## src/rtl/wb_stage.sv

```systemverilog
// wb_stage: write-back stage after execute-memory.
// Registers the EX/MEM slot, muxes register-file write data, drives the
// forwarding path and hands OUT-instruction data to an external port.
// Optional feature macro: WB_OUT_FIFO_EN
//   defined   -> OUT data goes through an OUT_FIFO_DEPTH-entry valid/ready buffer,
//                with an upstream stall when that buffer is full
//   undefined -> a single output register; o_port_valid pulses for one cycle per OUT
module wb_stage #(
  parameter int DATA_W         = 16,
  parameter int ADDR_W         = 3,
  parameter int OUT_FIFO_DEPTH = 2,
  parameter int RETIRE_W       = 16
) (
  input  logic                i_clk,
  input  logic                i_reset,
  input  logic                i_valid,
  input  logic                i_flush,
  input  logic [DATA_W-1:0]   i_ex_result,
  input  logic [DATA_W-1:0]   i_memory_data,
  input  logic [DATA_W-1:0]   i_immediate,
  input  logic [DATA_W-1:0]   i_in_port,
  input  logic [1:0]          i_wb_selector,
  input  logic                i_write_back,
  input  logic [ADDR_W-1:0]   i_write_addr,
  input  logic                i_output_port,
  input  logic [DATA_W-1:0]   i_out_data,
  input  logic [ADDR_W-1:0]   i_ex_src1,
  input  logic [ADDR_W-1:0]   i_ex_src2,
  input  logic                i_port_ready,
  output logic                o_rf_write_en,
  output logic [ADDR_W-1:0]   o_rf_write_addr,
  output logic [DATA_W-1:0]   o_rf_write_data,
  output logic [DATA_W-1:0]   o_data_wb,
  output logic                o_data1_forward,
  output logic                o_data2_forward,
  output logic                o_port_valid,
  output logic [DATA_W-1:0]   o_port_data,
  output logic                o_stall_req,
  output logic [RETIRE_W-1:0] o_retired
);

  // Registered EX/MEM slot
  logic                valid_q, valid_d;
  logic                wb_q, wb_d;
  logic [ADDR_W-1:0]   waddr_q, waddr_d;
  logic [1:0]          sel_q, sel_d;
  logic [DATA_W-1:0]   ex_q, ex_d;
  logic [DATA_W-1:0]   mem_q, mem_d;
  logic [DATA_W-1:0]   imm_q, imm_d;
  logic [DATA_W-1:0]   inp_q, inp_d;
  logic [RETIRE_W-1:0] retired_q, retired_d;

  logic stall;
  logic load_real;   // a real, non-flushed instruction is accepted this edge
  logic push;        // accepted slot is an OUT instruction

  assign load_real = i_valid & ~i_flush & ~stall;
  assign push      = load_real & i_output_port;

  // Next slot: a stalled or flushed slot loads a bubble so nothing writes back twice
  always_comb begin
    valid_d   = load_real;
    wb_d      = load_real & i_write_back;
    waddr_d   = i_write_addr;
    sel_d     = i_wb_selector;
    ex_d      = i_ex_result;
    mem_d     = i_memory_data;
    imm_d     = i_immediate;
    inp_d     = i_in_port;
    retired_d = retired_q;
    if (load_real) retired_d = retired_q + RETIRE_W'(1);
  end

  // Slot registers and retire counter
  always_ff @(posedge i_clk or posedge i_reset) begin
    if (i_reset) begin
      valid_q   <= 1'b0;
      wb_q      <= 1'b0;
      waddr_q   <= '0;
      sel_q     <= '0;
      ex_q      <= '0;
      mem_q     <= '0;
      imm_q     <= '0;
      inp_q     <= '0;
      retired_q <= '0;
    end else begin
      valid_q   <= valid_d;
      wb_q      <= wb_d;
      waddr_q   <= waddr_d;
      sel_q     <= sel_d;
      ex_q      <= ex_d;
      mem_q     <= mem_d;
      imm_q     <= imm_d;
      inp_q     <= inp_d;
      retired_q <= retired_d;
    end
  end

  // Write-data select from the registered fields
  always_comb begin
    o_rf_write_data = ex_q;
    case (sel_q)
      2'b00:   o_rf_write_data = ex_q;
      2'b01:   o_rf_write_data = mem_q;
      2'b10:   o_rf_write_data = imm_q;
      default: o_rf_write_data = inp_q;
    endcase
  end

  assign o_rf_write_en   = valid_q & wb_q;
  assign o_rf_write_addr = waddr_q;
  assign o_data_wb       = o_rf_write_data;
  assign o_data1_forward = o_rf_write_en & (waddr_q == i_ex_src1);
  assign o_data2_forward = o_rf_write_en & (waddr_q == i_ex_src2);
  assign o_retired       = retired_q;
  assign o_stall_req     = stall;

`ifdef WB_OUT_FIFO_EN
  localparam int PW = (OUT_FIFO_DEPTH > 1) ? $clog2(OUT_FIFO_DEPTH) : 1;
  localparam int CW = $clog2(OUT_FIFO_DEPTH + 1);

  logic [OUT_FIFO_DEPTH-1:0][DATA_W-1:0] buf_q, buf_d;
  logic [PW-1:0] wr_ptr_q, wr_ptr_d;
  logic [PW-1:0] rd_ptr_q, rd_ptr_d;
  logic [CW-1:0] cnt_q, cnt_d;
  logic          full;
  logic          pop;

  assign full         = (cnt_q == CW'(OUT_FIFO_DEPTH));
  assign o_port_valid = (cnt_q != '0);
  assign pop          = o_port_valid & i_port_ready;
  assign o_port_data  = buf_q[rd_ptr_q];
  // A pop in the same cycle frees the slot the push needs, so no stall then
  assign stall        = i_valid & ~i_flush & i_output_port & full & ~pop;

  // Buffer next state: pointers wrap naturally since depth is a power of two
  always_comb begin
    buf_d    = buf_q;
    wr_ptr_d = wr_ptr_q;
    rd_ptr_d = rd_ptr_q;
    cnt_d    = cnt_q;
    if (push) begin
      buf_d[wr_ptr_q] = i_out_data;
      wr_ptr_d        = wr_ptr_q + PW'(1);
    end
    if (pop) rd_ptr_d = rd_ptr_q + PW'(1);
    case ({push, pop})
      2'b10:   cnt_d = cnt_q + CW'(1);
      2'b01:   cnt_d = cnt_q - CW'(1);
      default: cnt_d = cnt_q;
    endcase
  end

  // Output buffer registers
  always_ff @(posedge i_clk or posedge i_reset) begin
    if (i_reset) begin
      buf_q    <= '0;
      wr_ptr_q <= '0;
      rd_ptr_q <= '0;
      cnt_q    <= '0;
    end else begin
      buf_q    <= buf_d;
      wr_ptr_q <= wr_ptr_d;
      rd_ptr_q <= rd_ptr_d;
      cnt_q    <= cnt_d;
    end
  end
`else
  logic              port_vld_q, port_vld_d;
  logic [DATA_W-1:0] port_data_q, port_data_d;
  logic              unused_port_ready;

  // No back-pressure path without the buffer
  assign unused_port_ready = i_port_ready;
  assign stall             = 1'b0;
  assign o_port_valid      = port_vld_q;
  assign o_port_data       = port_data_q;

  // Single output register: valid pulses once per OUT, data holds until the next OUT
  always_comb begin
    port_vld_d  = push;
    port_data_d = push ? i_out_data : port_data_q;
  end

  // Output register
  always_ff @(posedge i_clk or posedge i_reset) begin
    if (i_reset) begin
      port_vld_q  <= 1'b0;
      port_data_q <= '0;
    end else begin
      port_vld_q  <= port_vld_d;
      port_data_q <= port_data_d;
    end
  end
`endif

endmodule

```

## config.mk

```make
export PLATFORM = sky130hd
export DESIGN_NAME = wb_stage
export DESIGN_NICKNAME = d
export VERILOG_FILES = /design/src/rtl/wb_stage.sv
export SDC_FILE = /design/constraint.sdc
export NUM_CORES = 1
export LEC_CHECK = 0
export BUFFER_PORTS_ARGS = -buffer_cell sky130_fd_sc_hd__buf_2
export CORE_ASPECT_RATIO = 1.75
export CORE_MARGIN = 5
export CORE_UTILIZATION = 50
export DETAILED_ROUTE_END_ITERATION = 10
export PLACE_DENSITY = 0.84
export SLEW_MARGIN = 20
export SYNTH_ARGS = -nofsm -noshare
export SYNTH_HDL_FRONTEND = slang
export SYNTH_SLANG_ARGS = --single-unit
```

## constraint.sdc

```tcl
create_clock -name i_clk -period 8.1 [get_ports i_clk]
set_input_delay 0.81 -clock i_clk [delete_from_list [all_inputs] [get_ports i_clk]]
set_output_delay 0.81 -clock i_clk [all_outputs]
set_load 0.005 [all_outputs]
```

* Word-level counts from Yosys, hierarchy flattened *
Index checks and enable logic that the tools add are counted.

storage, ports and cells
  output and inout bits = 72
  input bits = 98
  flip-flop bits (word level) = 104
  word-level logic and storage cells = 25

operators by class
  $add $sub $neg = 1
  eq/ne operators = 4
  reductions and logical operators = 1
  bitwise gates (word level) = 7
  multiplexer cells = 1

operators by type and width
  kind                                                  number
  case mux 16 bit (3 select lines)                      1
  adder 16 x 1 -> 16 bit (second input constant)        1
  bitwise AND 1 bit                                     6
  equality test 3 bit                                   2
  equality test 2 x 1 -> 1 bit (second input constant)  1
  equality test 2 bit (second input constant)           1
  logical NOT 2 bit                                     1
  NOT 1 bit                                             1

* Longest topological paths before layout *
Gate-level depths: netlist (run 1).

  word-level depth = 3
  depth in mapped cells = 5
  depth with buffers taken out = 5

* Worst setup path before layout (run 1) *
OpenSTA, ideal clock, no wires.

  path type = flip-flop to output port
  from = register sel_q[0]
  to = output o_rf_write_data[0]
  slack = 5.904 ns
  stages on the path, launching flop included = 5
  data required time = 7.290 ns
  path buffers = 3
  arrival time = 1.386 ns
  cells stage by stage = dfrtp_1 > buf_2 > buf_6 > mux4_2 > buf_4

between the ends
  longest elaborated chain between the ends = 2
  elaborated cells between the ends (all ways) = 4
  those cells by class = eq/ne: 2; mux: 1; reduce/logical: 1

RTL lines
  element                                            RTL line  source
  start, declared                                    46        logic [1:0] sel_q, sel_d;
  start signal, assigned                             90        sel_q <= sel_d;
  equality test 2 bit, or another cell as far along  102       case (sel_q)
  case mux 16 bit (3 select lines) (*)               102
  end, declared                                      32        output logic [DATA_W-1:0] o_rf_write_data,

Every way passes the cells marked *; elsewhere a longest branch is shown, timed or not.

* Worst setup path in the final report (run 1) *
  from = register sel_q[0]
  to = output o_data_wb[7]

between the ends
  longest elaborated chain between the ends = 2
  elaborated cells between the ends (all ways) = 4
  those cells by class = eq/ne: 2; mux: 1; reduce/logical: 1

RTL lines
  element                                            RTL line  source
  equality test 2 bit, or another cell as far along  102
  case mux 16 bit (3 select lines) (*)               102
  end, declared                                      33        output logic [DATA_W-1:0] o_data_wb,

Marked as above.

==> impl_metrics.ini, run 1 <==
[clock_tree]
cts.repair.resized = 0
clockBufferDepth = 2
cts_hold_buf = 0
root_buffer = clkbuf_16
clock_latency_ns = 0.34
htreeDepth = 3
numCtsBuffers = 9
cts_tree = yes
cts.clk_slew.worst_paths_ns = 0.06
cts_sinks = 104
cts_post_setup_buffers_inserted = 0

[timing]
timing.hold.ws_ns = 0.475
slew_headroom_pct = 51.4
tightest_slew_ns = 0.729
fmax_mhz = 379
rsz0062_at_grt = false
fin_crit_ns = 2.64
hold_viol = 0
finalSetupViolCount = 0
drv_slew = 0
finalCritPeriodShare_pct = 32.5
skew_ns = 0.00560
finalSetupTns_ns = 0

[floorplan]
core_sq_mm = 0.00746
die_h_um = 125
num_io_pins = 170
start_util_pct = 50.6
rows = 42
die_w_um = 75.7
dieArea_sq_mm = 0.00946

[outcome]
status = complete, no violations

[routing]
viasPerCell = 4.92
wl_um = 8270
drt_first_pass_iters = 4
drtIter0Drc = 87
routedWlPerCell_um = 17.8
ant_nets = 0
vias = 2286
drc = 0

[layout]
fillers = 540
drive_gt1_share_pct = 57.8
area_growth_pct = 28.7
diodes = 0
final_cell_mix = buf_2, dfrtp_1, mux4_2, xnor2_1
final_common_cell = buf_2
fin_nets = 471

[global_routing]
grt_use_total_pct = 19.2
antenna_found_initial = 0
grt_pass1_vias = 2729
grt_pass1_wl_um = 13200
grt_start_max_net_pins = 58
grt_remaining_overflow = 0

[setup_path]
path_cells = mux4_2 -> buf_2
cp_num_buf_inv = 1
reg2reg_slack_ns = 6.57
slowest_stage = dfrtp_2
cp.arrival_ns = 1.83
cp_max_fo = 16
path_class = reg2out
start_kind = flop
critical_path_required_ns = 7.29
crit_family = flip-flops
cp-end-kind = primary output
slowest_delay_ns = 0.72

[logic_synthesis]
synth_cell_types = 30
yosysSeqAreaShare_pct = 68.9
ys_warn_count = 0
netlist_area_sq_mm = 0.00378
synth_nets = 315
syn-instance-count = 216
synth.ff_latch_count = 104
syn_area_per_cell_sq_um = 17.5

[power]
power.leakage_nw = 2.50
powerDensity_mw_per_mm2 = 244
ir_worst_vdd_uv = 198

[hold_path]
hold_path.class = reg2reg

[job]
maxCapViolCount = 0

[placed_design]
port_buffers = 167
dp_hpwl_um = 6390
place.gp.congestion = 0.769
## kinds of logic (layout without fill, tap and decap cells)
kind of cell             after synthesis  count (layout)  share of synthesized area (%)
flip-flops                           104             104                           68.9
multiplexers                          33              33                           15.5
AND/OR/NAND/NOR                       29              29                           5.34
buffers and inverters                 27             188                           4.94
XOR/XNOR                              21              21                           4.87
adder cells (fa/ha/maj)                1               1                          0.331
other                                  1               1                         0.0993
## per-stage QoR
stage                     util [%]  power [W]  area [sq um]  cells  setup WS [ns]
after floorplan                  -   0.000694          3780    216           4.56
after global placement        61.1   0.000762          4560    449           5.43
after detailed placement      61.1   0.000775          4560    449           5.40
after CTS                     65.1    0.00120          4860    465           5.03
after global routing          65.1    0.00124          4860    465           5.35
final                         65.1    0.00118          4860    465           5.46
## path summary, 6_finish.rpt
path	cells after the start	start	endpoint
max in group asynchronous	3	i_reset	mem_q[2]$_DFF_PP0_
min	1	o_retired[15]$_DFFE_PP0P_	o_retired[15]$_DFFE_PP0P_
min in group asynchronous	2	i_reset	inp_q[14]$_DFF_PP0_
max	2	sel_q[0]$_DFF_PP0_	o_data_wb[7]
max reg2reg	5	o_retired[0]$_DFFE_PP0P_	o_retired[6]$_DFFE_PP0P_
min reg2reg	1	o_retired[15]$_DFFE_PP0P_	o_retired[15]$_DFFE_PP0P_
## report_power, final
group | switching (W) | internal, W | leakage [nW]
Sequential | 0.0000402 | 0.000566 | 1.24
Clock | 0.000176 | 0.000246 | 0.152
Combinational | 0.0000670 | 0.0000895 | 1.11
Total | 0.000283 | 0.000902 | 2.50
## registers in the layout, summed over array words and instances (netlist names)
register	count
wb_q	1
o_port_valid	1
o_port_data	16
imm_q	16
sel_q	2
valid_q	1
o_rf_write_addr	3
o_retired	16
ex_q	16
inp_q	16
mem_q	16
## worst reg2reg max path: cells and delay by family, from the launching register on
kind | cells | cell delay, ns
XOR/XNOR | 1 | 0.17
adder cells (fa/ha/maj) | 1 | 0.18
flip-flops | 1 | 0.45
AND/OR/NAND/NOR | 3 | 0.64
## per-layer routing
layer / share of wire [%] / global-route usage (%) / vias up
met2: 56 / 33.5 / 118
met3: 9.4 / 6.59 / 15
li1: - / - / 1032
met1: 33 / 20.0 / 1121
met4: 1.9 / 8.14 / 0
met5: 0 / 0 / -
## synth_stat cells (all sizes together)
master / number / area, sq um
ha: 1 / 12.5
nand4: 3 / 33.8
and2: 1 / 6.26
nand4b: 1 / 15.0
nand3: 6 / 30.0
xnor2: 12 / 105
mux4: 16 / 360
or2: 1 / 6.26
nor2: 5 / 18.8
xor2: 9 / 78.8
nand2: 5 / 28.8
conb: 1 / 3.75
nand3b: 1 / 7.51
dfrtp: 104 / 2600
and2b: 1 / 7.51
nor4: 3 / 33.8
inv: 4 / 15.0
and3: 2 / 13.8
buf: 23 / 171
mux2: 17 / 225
## cell type report
class / count / area (sq um) / area share [%]
timing repair buffer: 168 / 843 / 17.4
clock inverter: 6 / 58.8 / 1.21
multi-input combinational: 85 / 987 / 20.3
sequential: 104 / 2600 / 53.6
inverter: 4 / 17.5 / 0.360
tap: 88 / 110 / 2.27
clock buffer: 10 / 239 / 4.92
(Power assumes the default switching activity.)
==> run 2: changes to the inputs <==
--- a/config.mk
+++ b/config.mk
@@ -8,9 +8,9 @@
 export BUFFER_PORTS_ARGS = -buffer_cell sky130_fd_sc_hd__buf_2
 export CORE_ASPECT_RATIO = 1.75
 export CORE_MARGIN = 5
-export CORE_UTILIZATION = 50
+export CORE_UTILIZATION = 46
 export DETAILED_ROUTE_END_ITERATION = 10
-export PLACE_DENSITY = 0.84
+export PLACE_DENSITY = 0.78
 export SLEW_MARGIN = 20
 export SYNTH_ARGS = -nofsm -noshare
 export SYNTH_HDL_FRONTEND = slang
==> constraint.sdc (replaced) <==
create_clock -name i_clk -period 2.73 [get_ports i_clk]
set_input_delay 0.273 -clock i_clk [delete_from_list [all_inputs] [get_ports i_clk]]
set_output_delay 0.273 -clock i_clk [all_outputs]
set_load 0.005 [all_outputs]
==> run 2 against run 1 <==
Net effect: clock power grew to 3.0 times the previous value; non-clock buffer count grew 2; total power grew to 3.0 times the previous value; critical endpoint is now o_data_wb[6]; largest cell class unchanged.
==> impl_metrics.ini, run 2 (synthesized netlist as in run 1, its figures left out) <==
[setup_path]
cp-end-kind = primary output
reg2reg_depth = 5
path_cells = buf_12 -> mux4_2 -> buf_2
cp_max_fo = 11
slowest_stage = dfrtp_1
start_kind = flop
critical_path_required_ns = 2.46
path_class = reg2out
slowest_delay_ns = 0.57
cp.arrival_ns = 1.80

[clock_tree]
htreeDepth = 3
numCtsBuffers = 9
cts_tree = yes
cts.repair.resized = 0
cts_post_setup_buffers_inserted = 0
clock_latency_ns = 0.34
cts.clk_slew.worst_paths_ns = 0.07
clockBufferDepth = 2
root_buffer = clkbuf_16
cts_hold_buf = 0
cts_sinks = 104

[power]
power.leakage_nw = 2.50
powerDensity_mw_per_mm2 = 718
ir_worst_vdd_uv = 472

[placed_design]
dp_hpwl_um = 6260
port_buffers = 167
place.gp.congestion = 0.776

[timing]
finalCritPeriodShare_pct = 76.0
drv_slew = 0
rsz0062_at_grt = false
slew_headroom_pct = 47.4
fmax_mhz = 482
finalSetupViolCount = 0
hold_viol = 0
finalSetupTns_ns = 0
tightest_slew_ns = 0.788
timing.hold.ws_ns = 0.0318
fin_crit_ns = 2.07
skew_ns = 0.00381

[routing]
drc = 0
drt_first_pass_iters = 4
vias = 2284
viasPerCell = 4.87
routedWlPerCell_um = 17.0
wl_um = 7960
drtIter0Drc = 63
ant_nets = 0

[outcome]
status = complete, no violations

[global_routing]
grt_pass1_wl_um = 12900
grt_pass1_vias = 2656
grt_start_max_net_pins = 66
grt_use_total_pct = 16.9
grt_remaining_overflow = 0
antenna_found_initial = 2

[job]
maxCapViolCount = 0

[floorplan]
num_io_pins = 170
start_util_pct = 47.4
die_w_um = 78.5
rows = 43
core_sq_mm = 0.00796
die_h_um = 130
dieArea_sq_mm = 0.0102

[hold_path]
hold_path.class = in2reg
hold_depth = 1

[layout]
fin_nets = 473
final_common_cell = buf_2
final_cell_mix = buf_2, dfrtp_1, mux4_2, xnor2_1
diodes = 0
final_util_pct = 61.4
drive_gt1_share_pct = 57.8
area_growth_pct = 29.5
==> run 2: changes by cell type in the layout (fill, tap and decap cells not counted) <==
| cell | delta |
|---|---|
| dfrtp_2 | -1 |
| inv_6 | +1 |
| buf_4 | +1 |
| clkbuf_8 | -1 |
| dfrtp_1 | +1 |
| clkinv_2 | -2 |
| inv_4 | -1 |
| clkinv_4 | -1 |
| buf_12 | +1 |
| clkinvlp_4 | +4 |
==> run 2: layout make-up <==
class	instances	area [sq um]
fillers	610	3070
flip-flops and latches	104	2600
multi-input cells	85	987
repair buffers	170	871
clock buffers	9	225
well taps	90	113
clock inverters	7	71.3
inverters	4	18.8
==> run 2: report_power, final <==
group / leakage, nW / internal [W] / switching [W]
registers: 1.24 / 0.00168 / 0.000118
clock network: 0.138 / 0.000710 / 0.000541
logic: 1.12 / 0.000268 / 0.000193
total: 2.50 / 0.00266 / 0.000853
==> run 2: final timing paths <==
kind	start	end	slack (ns)
worst min register to register	o_retired[15]$_DFFE_PP0P_	o_retired[15]$_DFFE_PP0P_	0.47
worst max-delay path	sel_q[0]$_DFF_PP0_	o_data_wb[6]	0.66
max in group asynchronous	i_reset	ex_q[1]$_DFF_PP0_	2.01
min in group asynchronous	i_reset	o_port_data[13]$_DFFE_PP0P_	0.06
worst max register to register	o_retired[0]$_DFFE_PP0P_	o_retired[6]$_DFFE_PP0P_	1.19
worst min-delay path	i_write_addr[1]	o_rf_write_addr[1]$_DFF_PP0_	0.03
==> run 2: metal layers <==
layer / GRT usage [%] / wire (um) / share of wire [%]
met2: 29.2 / 4240 / 53
met4: 7.93 / 184 / 2.3
met3: 6.15 / 677 / 8.5
met5: 0 / 30 / 0.38
met1: 18.6 / 2830 / 35
==> run 2: critical path, delay by kind of cell, from the launching register on <==
| family | cells | cell delay, ns |
|---|---|---|
| buf+inv | 2 | 0.36 |
| mux | 1 | 0.53 |
| flops | 1 | 0.57 |
==> run 2: per-stage QoR <==
stage | setup WS [ns] | std cells | power (W) | cell area (sq um)
global route | 0.521 | 469 | 0.00368 | 4890
detailed placement | 0.968 | 453 | 0.00230 | 4590
floorplan | 1.07 | 216 | 0.00206 | 3780
finish | 0.656 | 469 | 0.00351 | 4890
global placement | 0.943 | 453 | 0.00227 | 4590
CTS | 0.590 | 469 | 0.00357 | 4890
==> run 3: changes to the inputs <==
--- a/config.mk
+++ b/config.mk
@@ -8,9 +8,9 @@
 export BUFFER_PORTS_ARGS = -buffer_cell sky130_fd_sc_hd__buf_2
 export CORE_ASPECT_RATIO = 1.75
 export CORE_MARGIN = 5
-export CORE_UTILIZATION = 46
+export CORE_UTILIZATION = 42
 export DETAILED_ROUTE_END_ITERATION = 10
-export PLACE_DENSITY = 0.78
+export PLACE_DENSITY = 0.75
 export SLEW_MARGIN = 20
 export SYNTH_ARGS = -nofsm -noshare
 export SYNTH_HDL_FRONTEND = slang
==> constraint.sdc (replaced) <==
create_clock -name i_clk -period 1.67 [get_ports i_clk]
set_input_delay 0.167 -clock i_clk [delete_from_list [all_inputs] [get_ports i_clk]]
set_output_delay 0.167 -clock i_clk [all_outputs]
set_load 0.005 [all_outputs]
==> run 3 against run 2 <==
Net effect: the run now ends with setup timing left; worst hold slack better by 0.011 ns; global-route usage up 0.62 points; flip-flop and latch count unchanged; clock power up 91%; register-to-register slack worse by 1.0 ns; clock-buffer cell count up 1; utilization up 4.0 points; critical path depth unchanged; first-iteration DRC count up 78%; die area up 8.5%; clock skew down 0.00083 ns; critical endpoint is now o_rf_write_data[3].
==> impl_metrics.ini, run 3 (synthesized netlist as in run 1, its figures left out) <==
[routing]
vias = 2547
drtIter0Drc = 112
ant_nets = 0
drc = 0
routedWlPerCell_um = 16.1
viasPerCell = 4.49
drt_first_pass_iters = 4
wl_um = 9160

[setup_path]
reg2reg_slack_ns = 0.18
cp_max_fo = 13
crit-reg2reg-launch = o_retired[0]$_DFFE_PP0P_
reg2reg_depth = 5
critical_path_required_ns = 1.50
cp-end-kind = primary output
cp.arrival_ns = 1.60
r2r-end = o_retired[6]$_DFFE_PP0P_
start_kind = flop
path_class = reg2out

[clock_tree]
cts_sinks = 104
clockBufferDepth = 2
htreeDepth = 3
cts_tree = yes
clock_latency_ns = 0.33
root_buffer = clkbuf_16
numCtsBuffers = 9
cts.clk_slew.worst_paths_ns = 0.07

[outcome]
status = complete, but fails checks
failed_checks = setup timing

[hold_path]
hold_path.class = in2reg
hold_start = i_out_data[12]
hold_depth = 2
hold-path-endpoint = o_port_data[12]$_DFFE_PP0P_

[floorplan]
num_io_pins = 170
die_h_um = 135
rows = 45
start_util_pct = 43.3
dieArea_sq_mm = 0.0111
die_w_um = 81.7
core_sq_mm = 0.00873

[layout]
drive_gt1_share_pct = 49.3
fillers = 607
stdcell_count = 567
final_cell_mix = buf_2, dfrtp_1, dlygate4sd3_1, mux4_2, xnor2_1
fin_nets = 544
area_growth_pct = 51.2
final_common_cell = buf_2
regArea_sq_mm = 0.00260
multi_input_area_sq_um = 993
stdcell_area_sq_mm = 0.00571
diodes = 0

[power]
power.leakage_nw = 2.83
seqPwrFrac_pct = 47.0
switching_share_pct = 22.7
ir_worst_vdd_uv = 1050
combPwrFrac_pct = 14.5
switchingPower_w = 0.00141
powerDensity_mw_per_mm2 = 1090
internal_power_w = 0.00481
share_clk_of_total_power_pct = 38.5

[timing]
hold_viol = 0
skew_ns = 0.00298
timing.hold.ws_ns = 0.0424
drv_slew = 0
rsz0062_at_grt = true
fmax_mhz = 567
finalCritPeriodShare_pct = 106
finalSetupTns_ns = -2.13
fin_crit_ns = 1.76
timing.final.ws_setup_ns = -0.0923
finalSetupViolCount = 32

[placed_design]
placed_cells = 481
dp_hpwl_um = 6170
port_buffers = 167
place_ws_ns = 0.0516
place_area_sq_mm = 0.00465
place.gp.congestion = 0.753

[job]
maxCapViolCount = 0

[global_routing]
grt_start_max_net_pins = 73
grt_pass1_wl_um = 14400
grt_remaining_overflow = 0
grt_use_total_pct = 17.6
grt_pass1_vias = 3008
antenna_found_initial = 0
run 3: cell types whose count changed in the layout (fill, tap and decap cells not counted):
cell | before | now
buf_12 | 1 | 2
bufinv_16 | 1 | 3
clkbuf_8 | 0 | 1
clkinv_2 | 2 | 0
clkinv_4 | 0 | 3
clkinvlp_4 | 4 | 1
dfrtp_1 | 104 | 103
dfrtp_2 | 0 | 1
dlygate4sd3_1 | 0 | 70
inv_6 | 1 | 0
nor4_1 | 2 | 1
nor4_2 | 0 | 1
run 3: area by class of cell:
type / count / share of cell area, %
tap: 117 / 2.56
multi-input combinational: 85 / 17.4
clock inverter: 6 / 2.04
timing repair buffer: 241 / 27.9
inverter: 4 / 0.329
clock buffer: 10 / 4.19
sequential: 104 / 45.6
run 3: stage by stage:
step | util, % | power [W]
4_1_cts | 65.3 | 0.00631
2_1_floorplan | - | 0.00336
3_5_place_dp | 53.2 | 0.00375
5_1_grt | 65.4 | 0.00652
6_report | 65.4 | 0.00622
3_3_place_gp | 53.2 | 0.00371
run 3: critical path, cell delays in order (launching register included):
cell and delay [ns]:
dfrtp_1 0.39, buf_12 0.18, mux4_2 0.54, buf_2 0.15
run 3: how the worst max path moves through the flow:
| stage | end | slack, ns | startpoint |
|---|---|---|---|
| final | o_rf_write_data[3] | -0.09 | sel_q[0]$_DFF_PP0_ |
| after detailed placement | o_rf_write_data[10] | 0.05 | sel_q[1]$_DFF_PP0_ |
| after global placement | o_rf_write_data[10] | 0.07 | sel_q[1]$_DFF_PP0_ |
| after floorplan | o_rf_write_data[0] | 0.12 | sel_q[0]$_DFF_PP0_ |
| after CTS | o_rf_write_data[4] | -0.12 | sel_q[0]$_DFF_PP0_ |
| after global routing | o_data_wb[3] | -0.17 | sel_q[0]$_DFF_PP0_ |
run 3: metal layers:
layer | GRT usage [%] | wire length [um]
met2 | 33.0 | 5340
met4 | 7.67 | 284
met5 | 0 | 0
met1 | 17.2 | 2930
met3 | 4.93 | 600
run 3: what timing repair did:
| action | 4_1_cts | 5_1_grt |
|---|---|---|
| hold buffers | 70 | 0 |
| gates cloned | 0 | 0 |
| endpoints found under the setup margin | 32 | 33 |
| buffers inserted | 0 | 0 |
| resized for setup | 1 | 1 |
| endpoints found under the hold margin | 84 | 0 |
run 3: power groups by stage:
stage | clock (W) | combinational, W | sequential [W]
final | 0.00239 | 0.000902 | 0.00292
after global routing | 0.00258 | 0.000991 | 0.00296
after CTS | 0.00247 | 0.000913 | 0.00292
after detailed placement | 0 | 0.000779 | 0.00297
after global placement | 0 | 0.000753 | 0.00295
after floorplan | 0 | 0.000416 | 0.00295
